<file path="src/rtl/output_port_unit.sv">
// Per-output-port allocator and credit-driven link driver for one router output.
// Round-robin grant, wormhole hold until tail, small output FIFO with cut-through bypass.
module output_port_unit #(
  parameter int NUM_PORTS  = 5,
  parameter int FLIT_W     = 32,
  parameter int FIFO_DEPTH = 4,
  parameter int CREDITS    = 4
) (
  input  logic                 clk,
  input  logic                 rst,
  input  logic [NUM_PORTS-1:0] i_req,
  output logic [NUM_PORTS-1:0] o_ack,
  output logic                 o_busy,
  output logic [2:0]           o_owner,
  input  logic                 i_flit_valid,
  input  logic [FLIT_W-1:0]    i_flit,
  output logic                 o_ready,
  output logic                 o_link_valid,
  output logic [FLIT_W-1:0]    o_link_flit,
  input  logic                 i_credit,
  output logic [1:0]           o_err
);
  localparam int             AW       = $clog2(FIFO_DEPTH);
  localparam logic [AW:0]    DEPTH_C  = FIFO_DEPTH[AW:0];
  localparam logic [3:0]     CRED_MAX = CREDITS[3:0];
  localparam logic [3:0]     NP_C     = NUM_PORTS[3:0];
  localparam logic [2:0]     NP_LAST  = 3'(NUM_PORTS - 1);

  typedef enum logic {S_IDLE, S_ACTIVE} state_t;

  state_t                 r_state;
  state_t                 w_state_next;
  logic [2:0]             r_rr_ptr;
  logic [NUM_PORTS-1:0]   r_ack;
  logic [2:0]             r_owner;
  logic [FLIT_W-1:0]      r_mem [FIFO_DEPTH];
  logic [AW-1:0]          r_wr_ptr;
  logic [AW-1:0]          r_rd_ptr;
  logic [AW:0]            r_count;
  logic [3:0]             r_credits;
  logic                   r_link_valid;
  logic [FLIT_W-1:0]      r_link_flit;
  logic [1:0]             r_err;

  logic [2*NUM_PORTS-1:0] w_req_dbl;
  logic [NUM_PORTS-1:0]   w_req_rot;
  logic                   w_gnt_found;
  logic [2:0]             w_gnt_off;
  logic [3:0]             w_gnt_sum;
  logic [2:0]             w_gnt_idx;
  logic [2:0]             w_ptr_next;
  logic [NUM_PORTS-1:0]   w_ack_onehot;
  logic                   w_grant;

  logic w_empty, w_full, w_credit_ok, w_pop_fifo, w_ready;
  logic w_push, w_bypass, w_store, w_send, w_drop, w_is_tail;

  // Rotate requests so bit 0 is the port at the RR pointer; lowest set bit wins.
  assign w_req_dbl = {i_req, i_req};
  assign w_req_rot = w_req_dbl[r_rr_ptr +: NUM_PORTS];

  always_comb begin
    w_gnt_found = 1'b0;
    w_gnt_off   = '0;
    for (int k = NUM_PORTS - 1; k >= 0; k--) begin
      if (w_req_rot[k]) begin
        w_gnt_found = 1'b1;
        w_gnt_off   = 3'(k);
      end
    end
  end

  assign w_gnt_sum  = {1'b0, r_rr_ptr} + {1'b0, w_gnt_off};
  assign w_gnt_idx  = (w_gnt_sum >= NP_C) ? 3'(w_gnt_sum - NP_C) : w_gnt_sum[2:0];
  assign w_ptr_next = (w_gnt_idx == NP_LAST) ? 3'd0 : w_gnt_idx + 3'd1;

  generate
    for (genvar gi = 0; gi < NUM_PORTS; gi++) begin : g_ack
      assign w_ack_onehot[gi] = (w_gnt_idx == 3'(gi));
    end
  endgenerate

  // Sends may use a credit arriving this cycle and may cut a flit straight through an empty FIFO.
  assign w_empty     = (r_count == '0);
  assign w_full      = (r_count == DEPTH_C);
  assign w_credit_ok = (r_credits != 4'd0) || i_credit;
  assign w_pop_fifo  = !w_empty && w_credit_ok;
  assign w_ready     = !w_full || w_pop_fifo;
  assign w_push      = i_flit_valid && w_ready && (r_state == S_ACTIVE);
  assign w_bypass    = w_empty && w_push && w_credit_ok;
  assign w_store     = w_push && !w_bypass;
  assign w_send      = w_pop_fifo || w_bypass;
  assign w_drop      = i_flit_valid && !w_push;
  assign w_is_tail   = i_flit[FLIT_W-1];

  always_ff @(posedge clk or posedge rst) begin
    if (rst) r_state <= S_IDLE;
    else     r_state <= w_state_next;
  end

  always_comb begin
    w_state_next = r_state;
    w_grant      = 1'b0;
    case (r_state)
      S_IDLE: begin
        if (w_gnt_found) begin
          w_grant      = 1'b1;
          w_state_next = S_ACTIVE;
        end
      end
      S_ACTIVE: begin
        if (w_push && w_is_tail) w_state_next = S_IDLE;
      end
      default: w_state_next = S_IDLE;
    endcase
  end

  always_ff @(posedge clk or posedge rst) begin
    if (rst) begin
      r_ack    <= '0;
      r_owner  <= '0;
      r_rr_ptr <= '0;
    end else begin
      r_ack <= w_grant ? w_ack_onehot : '0;
      if (w_grant) begin
        r_owner  <= w_gnt_idx;
        r_rr_ptr <= w_ptr_next;
      end
    end
  end

  always_ff @(posedge clk) begin
    if (w_store) r_mem[r_wr_ptr] <= i_flit;
  end

  always_ff @(posedge clk or posedge rst) begin
    if (rst) begin
      r_wr_ptr <= '0;
      r_rd_ptr <= '0;
      r_count  <= '0;
    end else begin
      if (w_store)    r_wr_ptr <= r_wr_ptr + 1'b1;
      if (w_pop_fifo) r_rd_ptr <= r_rd_ptr + 1'b1;
      case ({w_store, w_pop_fifo})
        2'b10:   r_count <= r_count + 1'b1;
        2'b01:   r_count <= r_count - 1'b1;
        default: r_count <= r_count;
      endcase
    end
  end

  always_ff @(posedge clk or posedge rst) begin
    if (rst) begin
      r_link_valid <= 1'b0;
      r_link_flit  <= '0;
    end else begin
      r_link_valid <= w_send;
      if (w_send) r_link_flit <= w_bypass ? i_flit : r_mem[r_rd_ptr];
    end
  end

  always_ff @(posedge clk or posedge rst) begin
    if (rst) begin
      r_credits <= CRED_MAX;
      r_err     <= '0;
    end else begin
      if (w_send && !i_credit) begin
        r_credits <= r_credits - 4'd1;
      end else if (i_credit && !w_send) begin
        if (r_credits == CRED_MAX) r_err[1] <= 1'b1;
        else                       r_credits <= r_credits + 4'd1;
      end
      if (w_drop) r_err[0] <= 1'b1;
    end
  end

  assign o_ack        = r_ack;
  assign o_busy       = (r_state == S_ACTIVE);
  assign o_owner      = r_owner;
  assign o_ready      = w_ready;
  assign o_link_valid = r_link_valid;
  assign o_link_flit  = r_link_flit;
  assign o_err        = r_err;

endmodule

</file>
<file path="config.mk">
export PLATFORM = sky130hd
export DESIGN_NAME = output_port_unit
export DESIGN_NICKNAME = d
export VERILOG_FILES = /design/src/rtl/output_port_unit.sv
export SDC_FILE = /design/constraint.sdc
export NUM_CORES = 1
export LEC_CHECK = 0
export CORE_MARGIN = 2
export CORE_UTILIZATION = 52
export CTS_BUF_LIST = sky130_fd_sc_hd__clkbuf_4 sky130_fd_sc_hd__clkbuf_8
export DETAILED_ROUTE_END_ITERATION = 8
export PLACE_DENSITY = 0.77
export SETUP_SLACK_MARGIN = 0.1
export SLEW_MARGIN = 10
export SYNTH_ARGS = -nofsm -noshare
export SYNTH_HDL_FRONTEND = slang
export SYNTH_SLANG_ARGS = --single-unit
</file>
<file path="constraint.sdc">
create_clock -name clk -period 4.37 [get_ports clk]
set_input_delay 0.6555 -clock clk [delete_from_list [all_inputs] [get_ports clk]]
set_output_delay 0.6555 -clock clk [all_outputs]
set_load 0.01 [all_outputs]
</file>
==> out/metrics.yaml <==
outcome:
  status: "completed"
global_routing:
  grt_pass1_vias: 4764
  grt_use_total: 0.199
  grt_pass1_wl_mm: 24.2
  grt_max_degree: 62
  antenna_found_initial: 0
  gr-total-overflow: 0
power_and_ir_drop:
  peakVddDrop_v: 0.000752
  p_int_uw: 4650
  p_comb_frac: 0.467
  p_leak_uw: 0.00364
  power_uw: 7150
  power_frac_seq: 0.383
  power.switching_uw: 2500
  swShare: 0.350
  power_density_nw_per_um2: 749
  clkPwrFrac: 0.150
timing:
  fin_skew_ns: 0.0123
  fmax_ghz: 0.244
  relSlewSlack: 0.366
  finalSetupViolations: 0
  rsz0062_at_grt: "false"
  min_period_ns: 4.10
  layout_setup_ws_ns: 0.270
  min_period_over_period: 0.938
  slew_viol_final: 0
  hold_viol: 0
  worst_slew_pin_slew_ns: 0.949
yosys:
  yosys.area_share.xor_xnor: 0.0167
  synth_top_area_share: 0.488
  synth_ff_type: "edfxtp_1"
  netlist_instances: 493
  synthTopCellsByArea: "edfxtp_1 49%, dfrtp_1 18%, mux4_2 9.1%, mux2i_1 4.8%, ha_1 2.4%"
  synthMuxAreaShare: 0.153
  ys_seq_area_frac: 0.672
  synth_compound_area_frac: 0.0521
  synth_seq_cells: 186
  synth_fa_ha_area_frac: 0.0314
  synth_largest_area_cell: "edfxtp_1"
  synth-edff-count: 128
  syn_area_um2: 7880
  syn_avg_cell_area_um2: 16.0
  ys_types: 49
  syn-num-nets: 552
  yosys.area_share.simple: 0.0532
  yosysWarnings: 0
  ys_async_sr_fraction: 0.312
  synth_top_family_by_area: "multiplexers"
placement:
  dpl-instance-area_um2: 9080
  io_buffer_count: 85
  dp_hpwl_mm: 9.54
  place_congestion: 0.850
  dp_worst_setup_slack_ns: -0.451
cells_and_area:
  final_area_um2: 9540
  num_antenna_cells: 0
  nNetsFinal: 665
  final_layout_size_suffix_gt1_frac: 0.205
  area_growth_pct: 21.1
setup_path:
  cp_data_arrival_time_ns: 4.45
  slowest_stage: "clkdlybuf4s50_1"
  critical_path.max_fanout: 4
  critPathTopFamily: "adder cells"
  cp-end-kind: "flip-flop"
  critPathKind: "input pin to flip-flop"
  path_cells: "clkdlybuf4s50_1 -> nand2_1 -> o221ai_2 -> nand3_2 -> nor3_4 -> o22ai_1 -> o21ai_1 -> ha_2 -> fa_1 -> inv_2 -> ha_1 -> nor2b_4 -> o21ai_1 -> a211oi_2 -> mux2i_2 -> nor2_1 -> ha_1 -> a31oi_1 -> mux2_4"
  slowest_delay_ns: 0.52
  cp-start-kind: "input pin"
  required_ns: 4.72
  worst-path-buf-inv: 2
cts:
  htree_levels: 4
  clockRootBuffer: "clkbuf_8"
  cts_made_buffers: 17
  cts_tree: "done"
  clock-sinks: 186
  cts_buffer_depth: 2
  clkLatencyLatePin_ns: 0.46
  clk_pin_slew_ns: 0.09
  hold_buffers: 0
drt:
  ant_nets: 0
  drc_errors: 0
  firstDrtPassIters: 4
  routedWlPerCell_um: 18.9
  avgViaCountPerCell: 5.53
  drtIter0Drc: 293
  postRouteWirelength_mm: 15.2
  vias: 4439
run:
  drv_cap: 0
die:
  num_rows: 44
  core_area_um2: 14600
  die_area_um2: 16200
  die_h_um: 127
  start_util: 0.538
  pin_count: 86
  die_x_um: 127
worst_hold_path:
  hp-class: "flip-flop to flip-flop"
## cell families (layout without fill, tap and decap cells)
family / after synthesis / count (layout)
AO/OA/AOI/OAI: 64 / 64
XOR/XNOR: 15 / 15
adder cells (fa/ha/maj): 18 / 18
buffers and inverters: 40 / 166
flip-flops: 186 / 186
multiplexers: 78 / 78
AND/OR/NAND/NOR: 92 / 92
## area by class of cell
class,count,area [um^2]
clock inverters,13,119
clock buffers,19,249
inverters,19,71.3
multi-input cells,267,2480
flip-flops and latches,186,5300
well taps,184,230
repair buffers,115,1090
fillers,1063,5100
## Yosys cell counts (2+ instances only)
library cell	instances
and2_1	6
nor2b_1	4
inv_1	19
a21oi_1	5
clkbuf_1	11
buf_2	7
o22ai_1	2
a21o_1	3
mux2_4	3
a22oi_1	3
mux2_2	3
nor3_1	5
xnor2_1	12
nor2_1	15
ha_1	15
nand2_1	50
edfxtp_1	128
nand2b_1	4
buf_4	2
mux4_2	32
nor3b_2	2
a2bb2oi_1	2
dfrtp_1	57
xor2_1	3
a31oi_1	3
mux2_1	2
fa_1	3
o21ai_1	32
mux2i_1	38
nand3_1	3
## per-stage QoR
stage | std cells | hold WS [ns] | utilization | TNS, ns
final | 803 | 0.468 | 0.652 | 0
after global placement | 768 | 0.436 | 0.620 | -0.877
after detailed placement | 768 | 0.456 | 0.620 | -2.21
after CTS | 800 | 0.477 | 0.646 | 0
after global routing | 803 | 0.507 | 0.652 | 0
after floorplan | 493 | 0.446 | - | 0
## sequential cells by signal, indices dropped and copies added (netlist names)
signal        count
o_link_flit      32
r_mem           128
o_owner           3
o_ack             5
r_credits         4
r_rr_ptr          3
r_count           3
r_rd_ptr          2
o_busy            1
o_link_valid      1
o_err             2
r_wr_ptr          2
## metal layers
| metal | wire length, um | global-route usage |
|---|---|---|
| met4 | 506 | 0.101 |
| met2 | 7500 | 0.324 |
| met3 | 616 | 0.0461 |
| met5 | 0 | 0 |
| met1 | 6570 | 0.255 |
## path summary, 6_finish.rpt
path	slack [ns]	to	from	cells after the start
hold reg to reg	0.47	o_err[0]	o_err[0]	1
min in group asynchronous	0.73	r_credits[1]	rst	2
setup / recovery	0.27	r_rr_ptr[2]	i_req[1]	19
hold / removal	0.47	o_err[0]	o_err[0]	1
max in group asynchronous	2.75	r_rr_ptr[0]	rst	3
setup reg to reg	0.34	r_rr_ptr[2]	r_rr_ptr[0]	19
## power by group through the flow
stage,clock [uW],combinational [uW],sequential [uW]
final,1070,3340,2740
after global routing,1170,3670,2790
after CTS,1110,3280,2740
after detailed placement,0,3250,2780
after global placement,0,3150,2750
after floorplan,0,2110,2690
## placed cells by master, fill, tap and decap left out, drive strengths merged, types with 2 or more instances in the layout
cell type,Yosys,final
nand3,3,3
buf,10,30
nand2b,4,4
clkdlybuf4s50,0,81
dlymetal6s2s,0,4
nand2,50,50
edfxtp,128,128
ha,15,15
dfrtp,57,57
nor3,5,5
clkinvlp,0,3
a21oi,6,6
xnor2,12,12
mux4,32,32
o22ai,2,2
clkbuf,11,19
a22oi,3,3
fa,3,3
a21o,3,3
a31o,2,2
a211oi,2,2
o21ai,33,33
mux2i,38,38
mux2,8,8
nor2b,4,4
nor3b,3,3
and2,6,6
clkinv,0,5
a31oi,4,4
inv,19,23
a2bb2oi,2,2
nor2,16,16
xor2,3,3
## what timing repair did
action / CTS / global route
resized for setup: 2 / 17
setup buffers: 0 / 3
pin swaps: 1 / 3
setup endpoints to repair: 1 / 10
gates cloned: 0 / 0
Note: power is estimated with default switching activity, not from simulation.
